$ cat config.mk
export PLATFORM = sky130hd
export DESIGN_NAME = size_up_fifo_ctrl
export DESIGN_NICKNAME = d
export VERILOG_FILES = /design/src/rtl/size_up_fifo_ctrl.sv
export SDC_FILE = /design/constraint.sdc
export NUM_CORES = 1
export LEC_CHECK = 0
export BUFFER_PORTS_ARGS = -buffer_cell sky130_fd_sc_hd__buf_4
export CAP_MARGIN = 20
export CORE_MARGIN = 5
export CORE_UTILIZATION = 29
export CTS_CLUSTER_DIAMETER = 80
export DETAILED_ROUTE_END_ITERATION = 8
export SYNTH_ARGS = -nofsm -noshare
export SYNTH_HDL_FRONTEND = slang
export SYNTH_SLANG_ARGS = --single-unit
$ cat constraint.sdc
create_clock -name clk -period 5.6 [get_ports clk]
set_input_delay 0.56 -clock clk [delete_from_list [all_inputs] [get_ports clk]]
set_output_delay 0.56 -clock clk [all_outputs]
set_load 0.01 [all_outputs]
$ cat src/rtl/size_up_fifo_ctrl.sv
// size_up_fifo_ctrl: packs RATIO narrow write beats into one wide word
// and queues complete words in a small FIFO with a registered pop port.
// Optional build macro: SIZE_UP_FIFO_LEVEL_EN adds rd_water_level.
// Ports:
//   clk, rst         clock, async active-high reset
//   wr_en, wr_data   write beat (accepted when full=0)
//   full             no beat accepted
//   rd_en            pop request (honoured when empty=0)
//   rd_data          popped word, valid with the rd_valid pulse
//   empty            no complete word stored
//   rd_water_level   stored complete words (macro builds only)
module size_up_fifo_ctrl #(
   parameter  int ADDR_WIDTH = 4,
   parameter  int IN_WIDTH   = 8,
   parameter  int RATIO      = 4,
   localparam int OUT_WIDTH  = IN_WIDTH * RATIO
) (
   input  logic                 clk,
   input  logic                 rst,
   input  logic                 wr_en,
   input  logic [IN_WIDTH-1:0]  wr_data,
   output logic                 full,
   input  logic                 rd_en,
   output logic [OUT_WIDTH-1:0] rd_data,
   output logic                 rd_valid,
   output logic                 empty
`ifdef SIZE_UP_FIFO_LEVEL_EN
  ,output logic [ADDR_WIDTH:0]  rd_water_level
`endif
);

   localparam int LW    = $clog2(RATIO);
   localparam int PW    = ADDR_WIDTH + 1;
   localparam int DEPTH = 1 << ADDR_WIDTH;

   logic [LW-1:0]        lane;
   logic [OUT_WIDTH-1:0] pack;
   logic [OUT_WIDTH-1:0] word;
   logic [PW-1:0]        wr_ptr;
   logic [PW-1:0]        rd_ptr;
   logic [PW-1:0]        count;
   logic                 accept;
   logic                 last;
   logic                 push;
   logic                 pop;

   logic [OUT_WIDTH-1:0] mem [DEPTH];

   // Flags come only from the pointer registers, never from wr_en/rd_en.
   assign count  = wr_ptr - rd_ptr;
   assign full   = (count == PW'(DEPTH));
   assign empty  = (count == '0);

   assign accept = wr_en & ~full;
   assign last   = (lane == LW'(RATIO - 1));
   assign push   = accept & last;
   assign pop    = rd_en & ~empty;

   // Packing register with the current beat merged into its lane.
   always_comb begin
      word = pack;
      word[lane*IN_WIDTH +: IN_WIDTH] = wr_data;
   end

   always_ff @(posedge clk or posedge rst) begin
      if (rst) begin
         lane     <= '0;
         pack     <= '0;
         wr_ptr   <= '0;
         rd_ptr   <= '0;
         rd_data  <= '0;
         rd_valid <= 1'b0;
      end else begin
         if (accept) begin
            lane <= last ? '0 : lane + 1'b1;
            pack <= last ? '0 : word;
         end
         if (push)
            wr_ptr <= wr_ptr + 1'b1;
         if (pop) begin
            rd_ptr  <= rd_ptr + 1'b1;
            rd_data <= mem[rd_ptr[ADDR_WIDTH-1:0]];
         end
         rd_valid <= pop;
      end
   end

   // Word storage is deliberately left unreset.
   always_ff @(posedge clk) begin
      if (push)
         mem[wr_ptr[ADDR_WIDTH-1:0]] <= word;
   end

`ifdef SIZE_UP_FIFO_LEVEL_EN
   logic [PW-1:0] wr_nxt;
   logic [PW-1:0] rd_nxt;

   assign wr_nxt = wr_ptr + PW'(push);
   assign rd_nxt = rd_ptr + PW'(pop);

   always_ff @(posedge clk or posedge rst) begin
      if (rst)
         rd_water_level <= '0;
      else
         rd_water_level <= wr_nxt - rd_nxt;
   end
`endif

endmodule

==> results of run 1 <==
==> final cells by class <==
type,count,area [um2],area share
timing repair buffer,73,721,0.0268
tap,1050,1310,0.0488
clock inverter,26,244,0.00907
multi-input combinational,409,5460,0.203
sequential,589,17300,0.643
inverter,75,284,0.0106
clock buffer,81,1580,0.0586
==> Yosys cell counts (5+ instances only) <==
cell type  instances  share of area
buf_1              5        0.00081
buf_2             11         0.0024
buf_6             11         0.0053
clkbuf_1          33         0.0053
dfrtp_1           77          0.083
edfxtp_1         512           0.66
ha_1              15         0.0081
inv_1             74          0.012
mux2_2            34          0.016
mux4_2           160           0.16
nand2_1           73          0.012
nor2_1            11         0.0018
nor3_1             9         0.0019
o21a_1            32          0.010
o31ai_1           32          0.010
or2_1              5         0.0013
xnor2_1            7         0.0026
xor2_1             5         0.0019
==> registers in the layout (all words and copies together) (netlist names) <==
| signal | flops |
|---|---|
| mem | 512 |
| pack | 32 |
| rd_data | 32 |
| rd_ptr | 5 |
| wr_ptr | 5 |
| lane | 2 |
| rd_valid | 1 |
==> logic make-up (layout without fill, tap and decap cells) <==
logic type      after synthesis  count (layout)  synth area share
flops                       589             589             0.744
mux                         195             195             0.172
buf+inv                     135             255            0.0260
simple gates                111             111            0.0207
compound gates               76              76            0.0242
fa+ha+maj                    15              15           0.00808
xor+xnor                     12              12           0.00452
==> per-stage QoR <==
step	setup slack, ps	std cells	power [uW]
3_5_place_dp	2060	2193	10500
4_1_cts	2040	2301	14200
2_1_floorplan	359	1133	8980
5_1_grt	1910	2303	14800
6_report	2120	2303	14100
3_3_place_gp	1920	2183	10400
==> worst max-delay path, cell delays in order, from the launching register on <==
cell	delay [ps]
dfrtp_4	640
ha_1	270
nor2b_1	190
o22ai_1	130
xor2_1	210
a41oi_4	900
buf_4	560
mux2_2	390
==> routing by layer <==
| layer | GRT usage | vias to the layer above |
|---|---|---|
| li1 | - | 4677 |
| met1 | 0.181 | 5904 |
| met2 | 0.185 | 307 |
| met3 | 0.0240 | 67 |
| met4 | 0.0328 | 0 |
| met5 | 0 | - |
==> power by group <==
group,internal (uW),switching (uW),leakage [uW]
registers,5680,303,0.00569
logic,1890,2450,0.00239
clock network,2140,1590,0.000884
==> cells in the final DEF, fill, tap and decap left out, drive strengths merged, types with 4 or more instances in the layout <==
master	instances
buf	71
bufinv	4
clkbuf	82
clkinv	19
dfrtp	77
edfxtp	512
ha	15
inv	75
mux2	35
mux4	160
nand2	73
nor2	11
nor3	9
o21a	32
o31ai	32
or2	6
xnor2	7
xor2	5
==> path summary, 6_finish.rpt <==
path | slack [ps] | end | startpoint
setup / recovery | 2120 | rd_data[12] | rd_ptr[0]
hold / removal | 390 | pack[21] | wr_data[5]
setup reg to reg | 2120 | rd_data[12] | rd_ptr[0]
hold reg to reg | 480 | pack[26] | pack[26]
max in group asynchronous | 3750 | rd_ptr[1] | rst
min in group asynchronous | 550 | pack[19] | rst
==> results.yml, run 1 <==
power:
  power.leakage_uw: 0.00896
  peakVddDrop_mv: 0.424
  power_density_nw_per_um2: 522
cts:
  cts_resized: 0
  ctsRootBufferMaster: "clkbuf_16"
  clk_pin_slew_ps: 60
  htree_num_levels: 2
  numClockSinks: 589
  numCtsBuffers: 57
  cts_hold_buf: 1
  cts_setup_buffers: 0
  cts_buffer_depth: 3
  clock_latency_ps: 610
  cts_tree: "yes"
detailed_routing:
  routed.top_layer: "met4"
  met1_length_mm: 24.0
  post_drt_via_cell_ratio: 4.76
  vias: 11000
  wl_met2_mm: 23.9
  ant_nets: 0
  drt_iter0_drc: 910
  routedWlPerCell_um: 22.8
  wl_mm: 52.5
  first_pass_iters: 5
  drcViolationCount: 0
  dr_wl_met3_mm: 3.54
placed_design:
  port_buffers: 46
  dp_hpwl_mm: 31.3
  dpl-instance-area_um2: 25100
  gp_congestion: 0.747
timing:
  whs_ps: 385
  worstMarginPinSlew_ps: 1050
  rsz0062_at_grt: "no"
  fmax_mhz: 287
  setup_violations: 0
  fin_crit_ps: 3480
  hold_viol: 0
  drv_slew: 0
  max_slew_margin: 0.295
  fin_crit_sh: 0.621
  finClkSkew_ps: 20.6
  fin_setup_tns_ps: 0
final_layout:
  syn2layout_area_growth_pct: 15.8
  fill_cells: 7353
  antenna_cells: 0
  final_core_util: 0.340
  drive_above_1_share: 0.297
  finalInstanceArea_um2: 26900
  nets: 1232
setup_path:
  end_kind: "flip-flop"
  crit_required_ps: 6080
  ff2ff_path_depth: 7
  worstPathMaxFanout: 24
  path_class: "reg -> reg"
  worstPathArrival_ps: 3960
  crit_path_start_kind: "flip-flop"
floorplan:
  top_level_ports: 47
  die_height_um: 293
  die_width_um: 293
  start_util: 0.293
  rows: 103
  design.core.area_um2: 79300
  die_area_um2: 85900
grt:
  grt_pass1_wl_mm: 79.0
  track_usage: 0.122
  grt_pass1_vias: 11600
  antenna_found_initial: 6
  grt_overflow: 0
  grt_max_degree: 115
synth:
  synth-main-ff-cell: "edfxtp_1"
  yosysSeqAreaShare: 0.744
  ys_ff_latch: 589
  yosys_warnings: 0
  async_reset_ff_frac: 0.131
  mappedNetlistNets: 1160
  syn_inst: 1133
  synth_area_um2: 23200
  synth_edf_count: 512
  synth.distinct_cells: 36
  avgSynthCellArea_um2: 20.5
status:
  status: "complete, no violations"
run:
  max-cap-violations: 0
min_path:
  hold_path_class: "in -> reg"
  worstHoldPathCells: 4
(Power assumes the default switching activity.)
==> run 2: changes to the inputs <==
==> constraint.sdc (replaced) <==
create_clock -name clk -period 3.3 [get_ports clk]
set_input_delay 0.33 -clock clk [delete_from_list [all_inputs] [get_ports clk]]
set_output_delay 0.33 -clock clk [all_outputs]
set_load 0.01 [all_outputs]
==> results.yml, run 2 (synthesis gave the netlist of run 1 again) <==
final_layout:
  antenna_cells: 0
  layout_common_cells: "512 x edfxtp_1, 160 x mux4_2, 74 x dfrtp_1"
  final_common_cell: "edfxtp_1"
  finalInstanceArea_um2: 27100
  nets: 1248
  largest_register_ffs: 512
  syn2layout_area_growth_pct: 16.7
  drive_above_1_share: 0.311
  final_core_util: 0.342
run:
  max-cap-violations: 0
timing:
  hold_viol: 0
  drv_slew: 0
  worstMarginPinSlew_ps: 863
  max_slew_margin: 0.425
  fin_crit_ps: 2930
  fin_crit_sh: 0.888
  setup_violations: 0
  timing.final.ws_setup_ps: 371
  finClkSkew_ps: 13.3
  rsz0062_at_grt: "no"
  whs_ps: 160
  fmax_mhz: 341
setup_path:
  crit_required_ps: 2970
  max_stage_delay_ps: 500
  worstPathMaxFanout: 3
  crit_path_start_kind: "flip-flop"
  slowest_stage: "dfrtp_4"
  end_kind: "primary output"
  path_class: "reg -> out"
  cp_cell_sequence: "inv_4, ha_4, nor2b_4, o22ai_1, xor2_1, nand2_1, a21oi_1, buf_4"
  worstPathArrival_ps: 2600
status:
  status: "complete, no violations"
floorplan:
  die_area_um2: 85900
  top_level_ports: 47
  design.core.area_um2: 79300
  rows: 103
  start_util: 0.293
  die_height_um: 293
  die_width_um: 293
placed_design:
  post-place-ws_ps: 404
  dp_hpwl_mm: 30.6
  dpl-instance-area_um2: 25300
  gp_congestion: 0.738
  port_buffers: 46
grt:
  use_met1: 0.175
  grt_max_degree: 132
  grt_util_met2: 0.186
  track_usage: 0.119
  antenna_found_initial: 1
  grt_pass1_wl_mm: 77.3
  met3_usage: 0.0222
  grt_busiest_layer: "met2"
  grt_overflow: 0
  grt_pass1_vias: 11500
detailed_routing:
  routedWlPerCell_um: 22.2
  post_drt_via_cell_ratio: 4.69
  first_pass_iters: 5
  wl_mm: 51.5
  ant_nets: 0
  vias: 10900
  drcViolationCount: 0
  drt_iter0_drc: 1003
cts:
  ctsRootBufferMaster: "clkbuf_16"
  cts_resized: 0
  clock_latency_ps: 600
  clk_pin_slew_ps: 60
  htree_num_levels: 2
  cts_tree: "yes"
  numCtsBuffers: 57
  cts_buffer_depth: 3
  numClockSinks: 589
power:
  total_power_uw: 24000
  p_sw_frac: 0.308
  power_density_nw_per_um2: 884
  seqPwrFrac: 0.417
  p_int_uw: 16600
  power.leakage_uw: 0.00908
  peakVddDrop_mv: 0.943
  clockPowerShare: 0.263
  pwr-share-comb: 0.319
  switchingPower_uw: 7390
min_path:
  hold_path_class: "in -> reg"
run 2: cell types whose count changed in the layout (fill, tap and decap cells not counted), moves of 3 or more:
cell,before,now
buf_12,9,17
buf_16,3,0
buf_4,59,71
clkbuf_1,19,15
clkbuf_8,4,1
clkinv_1,7,11
inv_6,0,4
nor3_2,5,0
nor3_4,0,5
or2_1,5,1
or2_4,0,4
run 2: critical path: cells and delay by family (launching register included):
| family | cells | cell delay [ps] |
|---|---|---|
| AOI/OAI and AO/OA | 2 | 460 |
| buffers and inverters | 2 | 260 |
| adders and majority gates | 1 | 190 |
| xor gates and xnor gates | 1 | 340 |
| DFF | 1 | 500 |
| and+or+nand+nor | 2 | 250 |
run 2: repair_timing:
action	CTS	global route
hold buffers	1	0
hold endpoints to repair	22	0
setup buffers	0	0
run 2: worst paths after layout:
kind | startpoint | to | slack (ps) | depth (start not counted)
worst min-delay path | wr_data[3] | pack[27] | 160 | 4
max in group asynchronous | rst | rd_data[12] | 2330 | 4
min in group asynchronous | rst | pack[18] | 320 | 3
worst max-delay path | rd_ptr[1] | full | 370 | 8
worst max register to register | rd_ptr[1] | mem[6][11] | 390 | 9
worst min register to register | pack[10] | pack[10] | 470 | 2
run 2: area by class of cell:
class	instances	area, um2
sequential	589	17300
fill	7407	52100
clock buffer	73	1500
clock inverter	33	303
inverter	75	287
tap	1050	1310
multi-input combinational	409	5520
timing repair buffer	89	883
run 2: power by group through the flow:
| stage | clock network, uW | logic [uW] | registers, uW |
|---|---|---|---|
| 6_report | 6310 | 7660 | 10000 |
| 2_1_floorplan | 0 | 5300 | 10100 |
| 3_3_place_gp | 0 | 7680 | 10100 |
| 3_5_place_dp | 0 | 7830 | 10200 |
| 5_1_grt | 6750 | 8340 | 10100 |
| 4_1_cts | 6470 | 7850 | 10000 |
run 2: stage by stage:
stage | std cells | TNS [ps]
after detailed placement | 2210 | 0
after global placement | 2210 | 0
final | 2318 | 0
after CTS | 2317 | 0
after global routing | 2318 | 0
after floorplan | 1133 | -9290
run 2: metal layers:
| layer | wire, um | up-vias |
|---|---|---|
| li1 | - | 4696 |
| met1 | 23700 | 5856 |
| met2 | 23900 | 269 |
| met3 | 2980 | 59 |
| met4 | 855 | 0 |
| met5 | 0 | - |
